--- config.mk ---
export PLATFORM = sky130hd
export DESIGN_NAME = stopwatch_display
export DESIGN_NICKNAME = d
export VERILOG_FILES = /design/src/rtl/stopwatch_display.sv
export SDC_FILE = /design/constraint.sdc
export NUM_CORES = 1
export LEC_CHECK = 0
export BUFFER_PORTS_ARGS = -buffer_cell sky130_fd_sc_hd__buf_2
export CORE_MARGIN = 3
export CORE_UTILIZATION = 34
export DETAILED_ROUTE_END_ITERATION = 6
export GPL_ROUTABILITY_DRIVEN = 0
export PLACE_DENSITY = 0.61
export SYNTH_ARGS = -nofsm -noshare
export SYNTH_HDL_FRONTEND = slang
export SYNTH_SLANG_ARGS = --single-unit
export TNS_END_PERCENT = 50
--- constraint.sdc ---
create_clock -name clk -period 2.3 [get_ports clk]
set_clock_uncertainty 0.1 [all_clocks]
set_input_delay 0.345 -clock clk [delete_from_list [all_inputs] [get_ports clk]]
set_output_delay 0.345 -clock clk [all_outputs]
set_load 0.03 [all_outputs]
--- src/rtl/stopwatch_display.sv ---
// Binary-to-BCD and seven-segment conversion of the stopwatch time fields.
// A snapshot is converted one double-dabble shift per cycle, then committed at once.
module stopwatch_display #(
  parameter bit BLANK_LEADING = 1'b0
) (
  input  logic        clk,
  input  logic        rst,
  input  logic        upd,
  input  logic [4:0]  days,
  input  logic [4:0]  hours,
  input  logic [5:0]  minutes,
  input  logic [5:0]  seconds,
  output logic        busy,
  output logic        done,
  output logic [31:0] bcd_out,
  output logic [55:0] hex_out
);

  typedef enum logic [1:0] {IDLE, CONV, COMMIT} state_t;

  localparam logic [6:0]  SEG_ZERO  = 7'h40;
  localparam logic [6:0]  SEG_BLANK = 7'h7F;
  localparam logic [55:0] HEX_RST   = BLANK_LEADING ? {SEG_BLANK, {7{SEG_ZERO}}}
                                                    : {8{SEG_ZERO}};

  state_t      state_q, state_d;
  logic [23:0] snap_q;    // {days, hours, minutes, seconds}, 6 bits each
  logic [1:0]  field_q;
  logic [2:0]  iter_q;
  logic [7:0]  acc_q, acc_d;
  logic [31:0] stage_q;
  logic [31:0] bcd_q;
  logic [55:0] hex_q, hex_d;
  logic        done_q;

  logic [5:0]  cur_bin;
  logic [5:0]  cur_shift;
  logic [7:0]  acc_base;
  logic [3:0]  tens_adj, ones_adj;
  logic        last_iter;

  function automatic logic [6:0] seg7(input logic [3:0] digit);
    case (digit)
      4'd0:    seg7 = 7'h40;
      4'd1:    seg7 = 7'h79;
      4'd2:    seg7 = 7'h24;
      4'd3:    seg7 = 7'h30;
      4'd4:    seg7 = 7'h19;
      4'd5:    seg7 = 7'h12;
      4'd6:    seg7 = 7'h02;
      4'd7:    seg7 = 7'h78;
      4'd8:    seg7 = 7'h00;
      4'd9:    seg7 = 7'h10;
      default: seg7 = SEG_BLANK;
    endcase
  endfunction

  // State register
  always_ff @(posedge clk) begin
    if (rst) state_q <= IDLE;
    else     state_q <= state_d;
  end

  // Next-state logic
  always_comb begin
    state_d = state_q;
    case (state_q)
      IDLE:    if (upd) state_d = CONV;
      CONV:    if (last_iter && (field_q == 2'd3)) state_d = COMMIT;
      COMMIT:  state_d = IDLE;
      default: state_d = IDLE;
    endcase
  end

  // Output logic
  always_comb begin
    busy    = (state_q != IDLE);
    done    = done_q;
    bcd_out = bcd_q;
    hex_out = hex_q;
  end

  // One double-dabble step; the binary MSB is picked from the snapshot so no
  // separate binary shift register has to be reloaded between fields.
  always_comb begin
    case (field_q)
      2'd0:    cur_bin = snap_q[5:0];
      2'd1:    cur_bin = snap_q[11:6];
      2'd2:    cur_bin = snap_q[17:12];
      default: cur_bin = snap_q[23:18];
    endcase
    cur_shift = cur_bin << iter_q;
    last_iter = (iter_q == 3'd5);
    acc_base  = (iter_q == 3'd0) ? 8'h00 : acc_q;
    tens_adj  = (acc_base[7:4] >= 4'd5) ? acc_base[7:4] + 4'd3 : acc_base[7:4];
    ones_adj  = (acc_base[3:0] >= 4'd5) ? acc_base[3:0] + 4'd3 : acc_base[3:0];
    acc_d     = {tens_adj[2:0], ones_adj, cur_shift[5]};
  end

  generate
    for (genvar gi = 0; gi < 8; gi++) begin : g_seg
      if (gi == 7) begin : g_lead
        always_comb begin
          if (BLANK_LEADING && (stage_q[31:28] == 4'd0)) hex_d[55:49] = SEG_BLANK;
          else                                           hex_d[55:49] = seg7(stage_q[31:28]);
        end
      end else begin : g_digit
        always_comb hex_d[7*gi +: 7] = seg7(stage_q[4*gi +: 4]);
      end
    end
  endgenerate

  always_ff @(posedge clk) begin
    if (rst) begin
      snap_q  <= '0;
      field_q <= '0;
      iter_q  <= '0;
      acc_q   <= '0;
      stage_q <= '0;
      bcd_q   <= '0;
      hex_q   <= HEX_RST;
      done_q  <= 1'b0;
    end else begin
      done_q <= 1'b0;
      case (state_q)
        IDLE: begin
          if (upd) begin
            snap_q  <= {1'b0, days, 1'b0, hours, minutes, seconds};
            field_q <= 2'd0;
            iter_q  <= 3'd0;
          end
        end
        CONV: begin
          acc_q <= acc_d;
          if (last_iter) begin
            stage_q[{field_q, 3'b000} +: 8] <= acc_d;
            iter_q  <= 3'd0;
            field_q <= field_q + 2'd1;
          end else begin
            iter_q <= iter_q + 3'd1;
          end
        end
        COMMIT: begin
          bcd_q  <= stage_q;
          hex_q  <= hex_d;
          done_q <= 1'b1;
        end
        default: ;
      endcase
    end
  end

endmodule

Word-level counts from Yosys, hierarchy flattened

Memory sizes are Yosys's and may differ from the RTL's. A register that Yosys moved wholly into a read port is not among the register bits.
Cells that the tools add are included.

Output and inout bits: 90
Memories kept: 8
Flip-flop bits (word level): 102
Bits in read-only memories: 896
Input port bits: 25

Memories:

| name             | depth | width | rd ports | clocked after memory_dff | wr ports | line | text |
|---|---|---|---|---|---|---|---|
| (name not given) | 16    | 7     | 1        | 1                        | 0        | 43   | `case (digit)` |
| (name not given) | 16    | 7     | 1        | 1                        | 0        | 43   |  |
| (name not given) | 16    | 7     | 1        | 1                        | 0        | 43   |  |
| (name not given) | 16    | 7     | 1        | 1                        | 0        | 43   |  |
| (name not given) | 16    | 7     | 1        | 1                        | 0        | 43   |  |
| (name not given) | 16    | 7     | 1        | 1                        | 0        | 43   |  |
| +2 memories      | --    | --    | --       | --                       | --       | --   |  |

Mux-type cells: 15
Reduce and logical (&&, ||, !) cells: 11
Add/sub/neg operators: 5
Shifts and indexed selects: 3
Magnitude comparators: 2
Equality and inequality tests: 9

Operator list:

| operator                                                          | number |
|---|---|
| bitwise mux 32 bit                                                | 1 |
| variable shift 8 x 7 -> 32 bit, first input constant              | 1 |
| indexed part select 8 x 7 -> 32 bit                               | 1 |
| one-hot mux 6 bit (3 select lines)                                | 1 |
| 2-to-1 mux 3 bit                                                  | 3 |
| greater-or-equal comparator 4 x 3 -> 1 bit, second input constant | 2 |
| 2-to-1 mux 2 bit                                                  | 4 |
| 2-to-1 mux 8 bit                                                  | 1 |
| one-hot mux 2 bit (2 select lines)                                | 2 |
| AND reduction 2 bit                                               | 4 |
| negation 5 -> 7 bit                                               | 1 |
| == test 2 bit, second input constant                              | 3 |
| != test 2 bit, second input constant                              | 3 |
| one-hot mux 3 bit (2 select lines)                                | 1 |
| << shifter 6 x 3 -> 6 bit                                         | 1 |
| adder 4 x 2 -> 4 bit, second input constant                       | 1 |
| == test 2 x 1 -> 1 bit, second input constant                     | 2 |
| logical NOT 2 bit                                                 | 2 |
| 2-to-1 mux 4 bit                                                  | 1 |
| nonzero test 2 bit                                                | 2 |
| adder 3 x 1 -> 3 bit, second input constant                       | 1 |
| adder 3 x 2 -> 3 bit, second input constant                       | 1 |
| == test 3 bit, second input constant                              | 1 |
| logical NOT 3 bit                                                 | 1 |
| 4 further kinds                                                   | 4 |

Longest topological paths before layout

Depth in word-level cells: 6
Mapped depth: 8
Gate-level depth less buffers: 7

Worst setup path after synthesis

OpenSTA, ideal clock, no wires.

Path kind: register to register
Start: register iter_q[1]
End: register acc_q[6]
Library setup time: 0.070 ns
Path buffers: 1
Stages on the path, launching flop included: 9
Arrival time: 1.939 ns
Slack: 0.190 ns
Cell sequence: dfxtp_1 > buf_6 > nor3_1 > nor2b_1 > ha_1 > nor2_1 > a211oi_1 > nand2_1 > a21oi_1

Word-level cells in the longest chain between the ends: 4
Elaborated cells between the ends (all ways): 5

Ends and longest elaborated chain:

| item                                                                               | line | text |
|---|---|---|
| start: declaration                                                                 | 29   | `logic [2:0] iter_q;` |
| start signal: assignment                                                           | 140  | `iter_q <= iter_q + 3'd1;` |
| logical NOT 3 bit (*)                                                              | 94   | `acc_base = (iter_q == 3'd0) ? 8'h00 : acc_q;` |
| 2-to-1 mux 8 bit (*)                                                               | 94   |  |
| greater-or-equal comparator 4 x 3 -> 1 bit or adder 3 x 2 -> 3 bit (tied branches) | 95   | `tens_adj = (acc_base[7:4] >= 4'd5) ? acc_base[7:4] + 4'd3 : acc_base[7:4];` |
| 2-to-1 mux 3 bit (*)                                                               | 95   |  |
| end signal: assignment                                                             | 118  | `acc_q <= '0;` |
| end signal: assignment                                                             | 134  | `acc_q <= acc_d;` |
| end: declaration                                                                   | 30   | `logic [7:0] acc_q, acc_d;` |

Every way passes the cells marked *; elsewhere a longest branch is shown, timed or not.
A chain may end at the register's enable or synchronous reset.

Worst setup path in the final report

Start: register iter_q[2]
End: register stage_q[29]

Word-level cells in the longest chain between the ends: 6
Elaborated cells between the ends (all ways): 13

Ends and longest elaborated chain:

| item                                                 | line   | text |
|---|---|---|
| logical NOT 3 bit                                    | 94     |  |
| 2-to-1 mux 8 bit                                     | 94     |  |
| adder 4 x 2 -> 4 bit, or another cell as far along   | 96     | `ones_adj = (acc_base[3:0] >= 4'd5) ? acc_base[3:0] + 4'd3 : acc_base[3:0];` |
| 2-to-1 mux 4 bit or 2-to-1 mux 3 bit (tied branches) | 96, 95 |  |
| indexed part select 8 x 7 -> 32 bit                  | 136    | `stage_q[{field_q, 3'b000} +: 8] <= acc_d;` |
| bitwise mux 32 bit                                   | 136    |  |
| end signal: assignment                               | 119    | `stage_q <= '0;` |
| end signal: indexed assignment                       | 136    |  |
| end: declaration                                     | 31     | `logic [31:0] stage_q;` |

Several ways; a longest one is shown, not always the timed one.

==> results.yml <==
synthesis:
  ys.flop_type: "dfxtp_1"
  synth-edff-count: 0
  syn-num-nets: 970
  ys.warnings.count: 0
  syn_area_per_cell_um2: 8.17
  synth_common_cells: "dfxtp_1, nand2_1, a21oi_1"
  synth_seq_cells: 158
  yosys.area.top_type: "dfxtp_1"
  yosysUniqueCellTypes: 45
  seq_area_frac_synth: 0.430
  netlist_instances: 899
  synth_area_um2: 7350
  post-synth-top-count-cell: "dfxtp_1"
  async_reset_ff_frac: 0
  synthTopCellsByArea: "dfxtp_1, a21oi_1, nand2_1, ha_1, nor2_1"
  synth_top_area_share: 0.430
clock_tree:
  clock_sinks: 158
  clk_latency_ns: 0.42
  tritoncts: "yes"
  cts.reportedPaths.clkPinSlew_ns: 0.06
  cts_buffers: 17
  cts_max_level: 4
  root_buffer: "clkbuf_16"
  clock_path_buffers: 2
job:
  drv_cap: 0
global_route:
  track_usage: 0.158
  grt_pass1_wl_um: 30800
  grt_max_degree: 78
  antenna_found_initial: 0
  grt_pass1_vias: 5896
  grt_overflow: 0
power:
  p_seq_frac: 0.469
  switching_share: 0.223
  internal_power_mw: 4.61
  p_leak_nw: 3.32
  switchingPower_mw: 1.32
  combPwrFrac: 0.035
  p_total_mw: 5.93
  powerDensity_nw_per_um2: 669
  ir_drop_mv: 0.504
  clkPwrFrac: 0.495
critical_path:
  worstSetupStartpointType: "flip-flop"
  worstSetupEndpointType: "flip-flop"
  cp_data_arrival_time_ns: 2.35
  crit_path_max_fanout: 7
  crit_required_ns: 2.55
  worstSetupPathType: "reg2reg"
cells_and_area:
  antenna_cells: 0
  drive_gt1_frac: 0.193
  fin_nets: 1060
  area_growth_pct: 20.7
status:
  status: "finished, final reports clean"
drt:
  met3_length_um: 763
  top_layer_used: "met4"
  wl_met2_um: 8650
  antenna_left: 0
  first_pass_iters: 6
  wl_um: 18600
  drc: 0
  detail_route.wl_per_cell_um: 14.6
  vias: 6373
  drt_iter0_markers: 390
  drt-vias-per-instance: 4.99
  met1_length_um: 9090
sta:
  worst_pin_slew_ns: 0.674
  setup_tns_ns: 0
  finalCritPeriodShare: 0.909
  finalSetupViolCount: 0
  max_clock_freq_mhz: 478
  finalMaxSlewViolations: 0
  period_needed_ns: 2.09
  relSlewSlack: 0.551
  rsz0062_at_grt: "false"
  finalHoldViolations: 0
floorplan:
  io_pins: 115
  rows: 53
  core_um2: 21200
  die_x_um: 153
  initial_core_util: 0.347
  fp.dieH_um: 153
  design.die.area_um2: 23400
placed_design:
  dpl.hpwl_um: 12900
  io_buffers: 114
worst_hold_path:
  min_path_type: "in2reg"
==> per-stage QoR <==
step,area [um2],hold WS [ns],std cells,setup WS [ns],utilization
after floorplan,7350,0.336,899,0.190,-
after detailed placement,8240,0.344,1245,0.216,0.390
final,8870,0.0546,1277,0.209,0.419
after CTS,8860,0.0416,1277,0.186,0.419
after global placement,8240,0.337,1245,0.288,0.390
after global routing,8870,0.0494,1277,0.0601,0.419
==> layout make-up <==
| type | count | area [um2] |
|---|---|---|
| clock buffer | 19 | 453 |
| clock inverter | 13 | 161 |
| fill | 2168 | 12300 |
| inverter | 34 | 128 |
| multi-input combinational | 639 | 3810 |
| sequential | 158 | 3160 |
| tap | 275 | 344 |
| timing repair buffer | 139 | 811 |
==> metal layers <==
layer | track usage | vias up
li1 | - | 3268
met1 | 0.215 | 2987
met2 | 0.258 | 107
met3 | 0.0328 | 11
met4 | 0.0382 | 0
met5 | 0 | -
==> cell usage in the layout, fill, tap and decap left out, types with 8 or more instances in the layout <==
master,Yosys,final
a211oi_1,12,11
a21oi_1,131,131
a22oi_1,40,40
a311oi_1,11,11
buf_2,5,113
buf_4,0,22
clkbuf_16,0,17
dfxtp_1,158,158
ha_1,46,44
inv_1,34,34
mux2i_1,8,8
nand2_1,155,155
nand2b_1,15,14
nor2_1,90,90
nor3_1,10,10
o211ai_1,20,20
o21ai_0,30,30
==> power by group through the flow <==
stage          combinational (mW)  sequential [mW]  clock [mW]
5_1_grt                     0.236             2.79        3.12
3_5_place_dp                0.211             2.85           0
3_3_place_gp                0.210             2.84           0
2_1_floorplan               0.137             2.84           0
4_1_cts                     0.212             2.78        2.99
6_report                    0.210             2.78        2.94
==> worst paths after layout <==
kind	from	to	slack [ns]	cells after the start
setup / recovery	iter_q[2]	stage_q[29]	0.21	8
setup reg to reg	iter_q[2]	stage_q[29]	0.21	8
hold / removal	minutes[0]	snap_q[6]	0.05	3
hold reg to reg	hex_out[28]	hex_out[28]	0.35	2
==> registers in the layout (all words and copies together) (netlist names) <==
| signal | cells |
|---|---|
| hex_out | 56 |
| bcd_out | 32 |
| stage_q | 32 |
| snap_q | 22 |
| acc_q | 8 |
| iter_q | 3 |
| field_q | 2 |
| state_q | 2 |
| done | 1 |
==> logic make-up after synthesis <==
group	count (synthesis)	share of synthesized area
simple gates	313	0.198
compound gates	264	0.218
flops	158	0.430
buf+inv	102	0.0550
fa+ha+maj	46	0.0783
xor+xnor	8	0.00954
mux	8	0.0109
==> worst max-delay path: stages, from the launching register on <==
cell and delay, ns:
dfxtp_1 0.36, nor3_1 0.36, nand2b_1 0.16, ha_1 0.15
o21ai_0 0.08, a211oi_1 0.43, buf_4 0.21, a22oi_1 0.06
nor2_1 0.11
==> timing repair <==
action | in CTS | in global routing
setup endpoints to repair | 0 | 3
gates resized for setup | 0 | 3
hold buffers | 0 | 0
setup buffers | 0 | 0
(Power assumes the default switching activity.)
